<file path="src/rtl/matcher_pkg.sv">
// Shared types and helpers for the vocabulary matcher: FSM states, the NUL
// terminator and per-character extraction from a packed word.
package matcher_pkg;

    typedef enum logic [2:0] {
        IDLE     = 3'd0,
        RD       = 3'd1,
        CMP      = 3'd2,
        SKIP_RD  = 3'd3,
        SKIP_CMP = 3'd4,
        DONE     = 3'd5
    } state_t;

    localparam int NUL_CHAR   = 0;
    localparam int CHAR_MAX_W = 32;
    localparam int WORD_MAX_W = 1024;

    // Callers zero-extend their word to WORD_MAX_W and truncate the result to their char width.
    function automatic logic [CHAR_MAX_W-1:0] char_at(input logic [WORD_MAX_W-1:0] word,
                                                      input int idx,
                                                      input int data_width,
                                                      input int max_len);
        logic [WORD_MAX_W-1:0] sh;
        logic [CHAR_MAX_W-1:0] mask;
        if (idx >= max_len) return '0;
        sh   = word >> (idx * data_width);
        mask = (CHAR_MAX_W'(1) << data_width) - CHAR_MAX_W'(1);
        return sh[CHAR_MAX_W-1:0] & mask;
    endfunction

endpackage

</file>
<file path="src/rtl/vocab_matcher.sv">
// Searches an external NUL-separated vocabulary for a word (exact or prefix match)
// and reports hit plus the ordinal token id of the matching entry.
module vocab_matcher
    import matcher_pkg::*;
#(
    parameter int DATA_WIDTH = 8,
    parameter int ADDR_WIDTH = 8,
    parameter int MAX_LEN    = 8
) (
    input  logic                          clk,
    input  logic                          rst_n,
    input  logic                          start,
    input  logic [MAX_LEN*DATA_WIDTH-1:0] word,
    input  logic                          prefix_mode,
    input  logic [ADDR_WIDTH-1:0]         vocab_last,
    output logic                          vocab_rd,
    output logic [ADDR_WIDTH-1:0]         vocab_addr,
    input  logic [DATA_WIDTH-1:0]         vocab_rdata,
    output logic                          busy,
    output logic                          done,
    output logic                          hit,
    output logic [ADDR_WIDTH-1:0]         token_id,
    output logic [2:0]                    fsm_state
);

    localparam int CIW = $clog2(MAX_LEN + 1);
    localparam logic [DATA_WIDTH-1:0] NUL = DATA_WIDTH'(NUL_CHAR);

    state_t                        state, state_n;
    logic [ADDR_WIDTH-1:0]         addr, addr_n, addr_hold, tok, tok_n, token_id_n, last_q;
    logic [CIW-1:0]                ci, ci_n;
    logic [MAX_LEN*DATA_WIDTH-1:0] word_q;
    logic                          pmode_q, hit_n, at_last;
    logic [DATA_WIDTH-1:0]         in_ch, first_ch, v;

    always_ff @(posedge clk or negedge rst_n) begin
        if (!rst_n) begin
            state     <= IDLE;
            addr      <= '0;
            addr_hold <= '0;
            tok       <= '0;
            ci        <= '0;
            hit       <= 1'b0;
            token_id  <= '0;
            word_q    <= '0;
            pmode_q   <= 1'b0;
            last_q    <= '0;
        end else begin
            state    <= state_n;
            addr     <= addr_n;
            tok      <= tok_n;
            ci       <= ci_n;
            hit      <= hit_n;
            token_id <= token_id_n;
            if (vocab_rd) addr_hold <= addr;
            if (state == IDLE && start) begin
                word_q  <= word;
                pmode_q <= prefix_mode;
                last_q  <= vocab_last;
            end
        end
    end

    assign in_ch    = DATA_WIDTH'(char_at(WORD_MAX_W'(word_q), int'(ci), DATA_WIDTH, MAX_LEN));
    assign first_ch = DATA_WIDTH'(char_at(WORD_MAX_W'(word), 0, DATA_WIDTH, MAX_LEN));
    assign v        = vocab_rdata;
    assign at_last  = (addr == last_q);

    always_comb begin
        state_n    = state;
        addr_n     = addr;
        tok_n      = tok;
        ci_n       = ci;
        hit_n      = hit;
        token_id_n = token_id;
        vocab_rd   = 1'b0;
        case (state)
            IDLE: if (start) begin
                hit_n      = 1'b0;
                token_id_n = '0;
                addr_n     = '0;
                ci_n       = '0;
                tok_n      = '0;
                state_n    = (first_ch == NUL) ? DONE : RD;
            end
            RD: begin
                vocab_rd = 1'b1;
                state_n  = CMP;
            end
            SKIP_RD: begin
                vocab_rd = 1'b1;
                state_n  = SKIP_CMP;
            end
            CMP: begin
                // A hit outranks the vocab_last bound, so it is tested first.
                if (in_ch == NUL && (v == NUL || pmode_q)) begin
                    hit_n      = 1'b1;
                    token_id_n = tok;
                    state_n    = DONE;
                end else begin
                    if (!at_last) addr_n = addr + ADDR_WIDTH'(1);
                    if (v == in_ch) begin
                        ci_n    = ci + CIW'(1);
                        state_n = at_last ? DONE : RD;
                    end else if (v == NUL) begin
                        tok_n   = tok + ADDR_WIDTH'(1);
                        ci_n    = '0;
                        state_n = at_last ? DONE : RD;
                    end else begin
                        state_n = at_last ? DONE : SKIP_RD;
                    end
                end
            end
            SKIP_CMP: begin
                if (!at_last) addr_n = addr + ADDR_WIDTH'(1);
                if (v == NUL) begin
                    tok_n = tok + ADDR_WIDTH'(1);
                    ci_n  = '0;
                end
                state_n = at_last ? DONE : ((v == NUL) ? RD : SKIP_RD);
            end
            DONE:    state_n = IDLE;
            default: state_n = IDLE;
        endcase
    end

    assign vocab_addr = vocab_rd ? addr : addr_hold;
    assign done       = (state == DONE);
    assign busy       = (state != IDLE);
    assign fsm_state  = state;

endmodule

</file>
<file path="config.mk">
export PLATFORM = sky130hd
export DESIGN_NAME = vocab_matcher
export DESIGN_NICKNAME = d
export VERILOG_FILES = /design/src/rtl/matcher_pkg.sv /design/src/rtl/vocab_matcher.sv
export SDC_FILE = /design/constraint.sdc
export NUM_CORES = 1
export LEC_CHECK = 0
export CELL_PAD_IN_SITES_DETAIL_PLACEMENT = 2
export CELL_PAD_IN_SITES_GLOBAL_PLACEMENT = 2
export CORE_MARGIN = 2
export CORE_UTILIZATION = 32
export DETAILED_ROUTE_END_ITERATION = 16
export HOLD_SLACK_MARGIN = 0.02
export PLACE_DENSITY_LB_ADDON = 0.1
export SLEW_MARGIN = 5
export SYNTH_ARGS = -nofsm -noshare
export SYNTH_HDL_FRONTEND = slang
export SYNTH_SLANG_ARGS = --single-unit
</file>
<file path="constraint.sdc">
create_clock -name clk -period 3.1 [get_ports clk]
set_input_delay 0.62 -clock clk [delete_from_list [all_inputs] [get_ports clk]]
set_output_delay 0.62 -clock clk [all_outputs]
set_load 0.01 [all_outputs]
</file>
==> results_dict.tcl, run 1 <==
set metrics [dict create \
    startpoint_type "register" \
    maxCapViolCount 0 \
    ys_async_sr_fraction 1.000 \
    antenna_cells 0 \
    rows 48 \
    worst_slew_pin_slew_ns 0.8312 \
    io_pins 107 \
    hold_slack_ns 0.2932 \
    avgSynthCellArea_um2 8.977 \
    clockRootBuffer "clkbuf_16" \
    grt_setup_unrepaired "no" \
    slew_headroom 0.4459 \
    routed_wl_um 18670 \
    required_ns 3.44 \
    ys.warnings.count 0 \
    die_w_um 137.0 \
    cts_setup_buffers 0 \
    clk_latency_ns 0.42 \
    slew_violations 0 \
    ant_nets 0 \
    status "complete, no violations" \
    ys.flop_type "dfrtp_1" \
    antenna_found_initial 0 \
    yosysMostFrequentCell "nand2_1" \
    grt-ovfl-total 0 \
    powerDensity_nw_per_um2 844.3 \
    die_y_um 137.0 \
    dp_hpwl_um 13340 \
    design.core.area_um2 17300 \
    synth_area_leaders "dfrtp_1 50%, nand2_1 17%, mux2i_1 4.2%" \
    gp_congestion 0.8415 \
    cts_sinks 113 \
    die-area_um2 18780 \
    yosys.area.top_type "dfrtp_1" \
    yosys.area.top_type_share 0.4992 \
    hp-class "in2async" \
    timing.final.crit_share 0.9359 \
    report.final.hold_viol_count 0 \
    synthTopCellsByCount "252 x nand2_1, 113 x dfrtp_1, 25 x clkbuf_1" \
    p_leak_nw 3.492 \
    first_pass_iters 6 \
    ctsHtreeMaxLevel 4 \
    synth_edf_count 0 \
    synth_cell_types 55 \
    area_growth_pct 35.08 \
    grt_usage 0.2095 \
    finalSetupViolCount 0 \
    endpoint_kind "register" \
    numCtsBuffers 17 \
    crit_type "reg2reg" \
    critPathLaunch "ci[0]" \
    port_buffers 106 \
    drc 0 \
    grt_max_degree 75 \
    synthCells 631 \
    critPathMaxFanout 5 \
    viasPerCell 5.115 \
    grt_pass1_wl_um 30110 \
    ys_ff_latch 113 \
    period_needed_ns 2.901 \
    finalSetupTns_ns 0 \
    synth_fp_nets 719 \
    timing.rr.start "ci[0]" \
    clk_path_buf_depth 2 \
    final_nets 832 \
    route.vias.total 5018 \
    worstPathArrival_ns 3.24 \
    wl_per_cell_um 19.03 \
    achievable-frequency_mhz 344.7 \
    clkSlewWorstSetupHoldPaths_ns 0.06 \
    ys_seq_area_frac 0.4992 \
    drt_iter0_drc 160 \
    finClkSkew_ns 0.009992 \
    drive_gt1_frac 0.1058 \
    grt_pass1_vias 5640 \
    irDropWorstVdd_mv 0.3924 \
    start_util 0.3275 \
    syn-cell-area_um2 5664 \
    cts_tree "built" \
]
final timing paths:
| kind | cells past startpoint | endpoint | slack [ns] |
|---|---|---|---|
| setup reg to reg | 8 | ci[1] | 0.20 |
| hold reg to reg | 2 | word_q[38] | 0.47 |
| setup / recovery | 8 | ci[1] | 0.20 |
| max in group asynchronous | 2 | word_q[7] | 2.02 |
| hold / removal | 1 | addr_hold[3] | 0.29 |
| min in group clk | 2 | word_q[38] | 0.47 |
final cells by class:
class	count	area [µm²]
fillers	1876	9646
flip-flops and latches	113	2829
multi-input cells	470	2634
repair buffers	129	1311
clock buffers	20	456.7
well taps	225	281.5
clock inverters	11	90.09
inverters	13	48.80
layer usage:
metal,global-route usage,up-vias,routed length (µm)
met3,0.04185,17,555
met5,0,-,0
met1,0.2565,2558,8159
met2,0.3715,73,9742
met4,0.06128,0,210
li1,-,2370,-
sequential cells by signal (all words and copies together) (netlist names):
name       flops
word_q        64
ci             4
token_id       8
hit            1
tok            8
fsm_state      3
addr_hold      8
addr           8
last_q         8
pmode_q        1
metrics by stage:
step / util / std cells / setup WS, ns / instance area (µm²) / power (mW)
finish: 0.4423 / 981 / 0.1987 / 7651 / 6.460
floorplan: - / 631 / 0.3632 / 5664 / 3.639
detailed placement: 0.4083 / 949 / 0.04504 / 7062 / 4.642
CTS: 0.4399 / 980 / 0.04303 / 7609 / 6.540
global route: 0.4423 / 981 / 0.04494 / 7651 / 6.924
global placement: 0.4083 / 949 / 0.1737 / 7062 / 4.480
layout by cell type, fill, tap and decap left out, drive strengths merged, types with 5 or more instances in the layout:
cell type      Yosys  final
a21oi             14     14
and2               5      5
buf               10     23
clkbuf            25     21
clkdlybuf4s50      0    105
clkinv             0      6
dfrtp            113    113
inv               13     13
mux2               7      7
mux2i             24     24
mux4               5      5
nand2            252    252
nand2b             5      5
nand3             13     13
nand4              7      7
nor2               9      9
nor3              12     12
nor4               7      7
o211ai             5      5
o21ai             25     25
o31ai             10     10
or4               13     13
xor2               8      8
timing repair:
| item | 4_1_cts | 5_1_grt |
|---|---|---|
| resized for setup | 0 | 5 |
| endpoints found under the setup margin | 0 | 24 |
| hold buffers | 0 | 0 |
power by group:
group	internal [mW]	switching [mW]
sequential	1.97	0.340
combinational	0.947	1.36
clock	1.13	0.712
total	4.05	2.41
kinds of logic (layout without fill, tap and decap cells):
kind of cell	Yosys count	in the layout	share of synthesized area
xor gates and xnor gates	8	8	0.01237
buffers and inverters	48	173	0.03932
AOI/OAI and AO/OA	84	84	0.1027
and+or+nand+nor	338	338	0.2600
adders and majority gates	4	4	0.008836
muxes	36	36	0.07753
DFF	113	113	0.4992
critical path, cell delays in order, from the launching register on:
cell and delay (ns):
dfrtp_2 0.47, buf_4 0.19, mux4_2 0.52, nand2b_1 0.21, a31oi_1 0.19, o211ai_1 0.17, or4_4 0.49, or4_1 0.53
o211ai_2 0.07
Note: power is estimated with default switching activity, not from simulation.
==> run 2: changes to the inputs <==
--- a/config.mk
+++ b/config.mk
@@ -10,7 +10,6 @@
 export CORE_MARGIN = 2
 export CORE_UTILIZATION = 32
 export DETAILED_ROUTE_END_ITERATION = 16
-export HOLD_SLACK_MARGIN = 0.02
 export PLACE_DENSITY_LB_ADDON = 0.1
 export SLEW_MARGIN = 5
 export SYNTH_ARGS = -nofsm -noshare
==> results of run 2 <==
Final layout, timing and power as in run 1 (identical DEF).
==> run 3: changes to the inputs <==
--- a/config.mk
+++ b/config.mk
@@ -15,3 +15,4 @@
 export SYNTH_ARGS = -nofsm -noshare
 export SYNTH_HDL_FRONTEND = slang
 export SYNTH_SLANG_ARGS = --single-unit
+export TNS_END_PERCENT = 1
==> results_dict.tcl, run 3 (same netlist as run 1, synthesis figures left out) <==
set metrics [dict create \
    status "complete, no violations" \
    irDropWorstVdd_mv 0.3915 \
    finalSetupViolCount 0 \
    dp_hpwl_um 13340 \
    ant_nets 0 \
    cts_tree "built" \
    die_y_um 137.0 \
    cts_sinks 113 \
    startpoint_type "register" \
    top_layer "met4" \
    clk_latency_ns 0.42 \
    cts_hold_buf 0 \
    timing.final.crit_share 0.9357 \
    viasPerCell 5.114 \
    cts_setup_buffers 0 \
    port_buffers 106 \
    first_pass_iters 4 \
    hp-class "in2async" \
    start_util 0.3275 \
    slew_violations 0 \
    worst_slew_pin_slew_ns 0.8309 \
    wl_per_cell_um 18.88 \
    grt_setup_unrepaired "no" \
    gp_congestion 0.8415 \
    drc 0 \
    route.vias.total 5012 \
    drt_iter0_drc 163 \
    grt_usage 0.2095 \
    finClkSkew_ns 0.01025 \
    numCtsBuffers 17 \
    area_growth_pct 34.66 \
    antenna_found_initial 0 \
    clk_path_buf_depth 2 \
    final_cell_mix "251 x nand2_1, 113 x dfrtp_1, 105 x clkdlybuf4s50_1" \
    largest_register_ffs 64 \
    largest_register "word_q" \
    endpoint_kind "register" \
    drive_gt1_frac 0.1046 \
    reg2reg_slack_ns 0.20 \
    grt_max_degree 75 \
    design.core.area_um2 17300 \
    hold_slack_ns 0.2933 \
    routed_wl_um 18500 \
    report.final.hold_viol_count 0 \
    dr_wl_met2_um 9597 \
    ctsHtreeMaxLevel 4 \
    worstPathArrival_ns 3.24 \
    grt_pass1_vias 5640 \
    period_needed_ns 2.901 \
    slew_headroom 0.4461 \
    clockRootBuffer "clkbuf_16" \
    crit_type "reg2reg" \
    met1_length_um 8141 \
    grt_pass1_wl_um 30110 \
    die-area_um2 18780 \
    die_w_um 137.0 \
    maxCapViolCount 0 \
    finalSetupTns_ns 0 \
    required_ns 3.44 \
    io_pins 107 \
    cts_resized 0 \
    antenna_cells 0 \
    achievable-frequency_mhz 344.8 \
    clkSlewWorstSetupHoldPaths_ns 0.06 \
    routed-wl-met3_um 552 \
    final_common_cell "nand2_1" \
    p_leak_nw 3.482 \
    final_nets 831 \
    powerDensity_nw_per_um2 846.4 \
    rows 48 \
    critPathMaxFanout 23 \
    grt-ovfl-total 0 \
]
## run 3: changes by cell type in the layout (fill, tap and decap cells not counted)
cell       delta
nor2_1        -1
clkbuf_16     -1
dfrtp_1       +1
nor2_2        +1
dfrtp_2       -1
## run 3: power by group
part / internal, mW / switching (mW) / total (mW)
Clock: 1.13 / 0.711 / 1.84
Combinational: 0.946 / 1.36 / 2.31
Sequential: 1.97 / 0.338 / 2.31
Total: 4.05 / 2.41 / 6.46
## run 3: layout make-up
cell class	instances	area [µm²]
timing repair buffer	128	1286
tap	225	281.5
clock inverter	11	90.09
inverter	13	48.80
clock buffer	20	456.7
fill	1875	9669
multi-input combinational	470	2636
sequential	113	2828
## run 3: final timing paths
kind / start / end / depth (start not counted)
setup / recovery: ci[0] / ci[1] / 8
hold / removal: rst_n / addr_hold[3] / 1
setup reg to reg: ci[0] / ci[1] / 8
hold reg to reg: word_q[38] / word_q[38] / 2
max in group asynchronous: rst_n / word_q[7] / 2
min in group clk: word_q[38] / word_q[38] / 2
## run 3: routing by layer
metal,track usage,up-vias
met5,0,-
met4,0.06128,0
met3,0.04185,17
met2,0.3715,71
met1,0.2565,2555
li1,-,2369
## run 3: worst max-delay path: stages, from the launching register on
cell and delay [ns]:
dfrtp_1 0.45, buf_12 0.24, mux4_2 0.53, nor2_2 0.15, nor3_1 0.06, nand4b_1 0.20, or4_4 0.58, or4_1 0.53
o211ai_2 0.07
## run 3: through the flow
| step | instances | utilization | worst slack [ns] | power [mW] | area (µm²) |
|---|---|---|---|---|---|
| detailed placement | 949 | 0.4083 | 0.04504 | 4.642 | 7062 |
| CTS | 980 | 0.4399 | 0.04303 | 6.540 | 7609 |
| global placement | 949 | 0.4083 | 0.1737 | 4.480 | 7062 |
| finish | 980 | 0.4410 | 0.1994 | 6.456 | 7627 |
| global route | 980 | 0.4410 | 0.05234 | 6.922 | 7627 |
| floorplan | 631 | - | 0.3632 | 3.639 | 5664 |
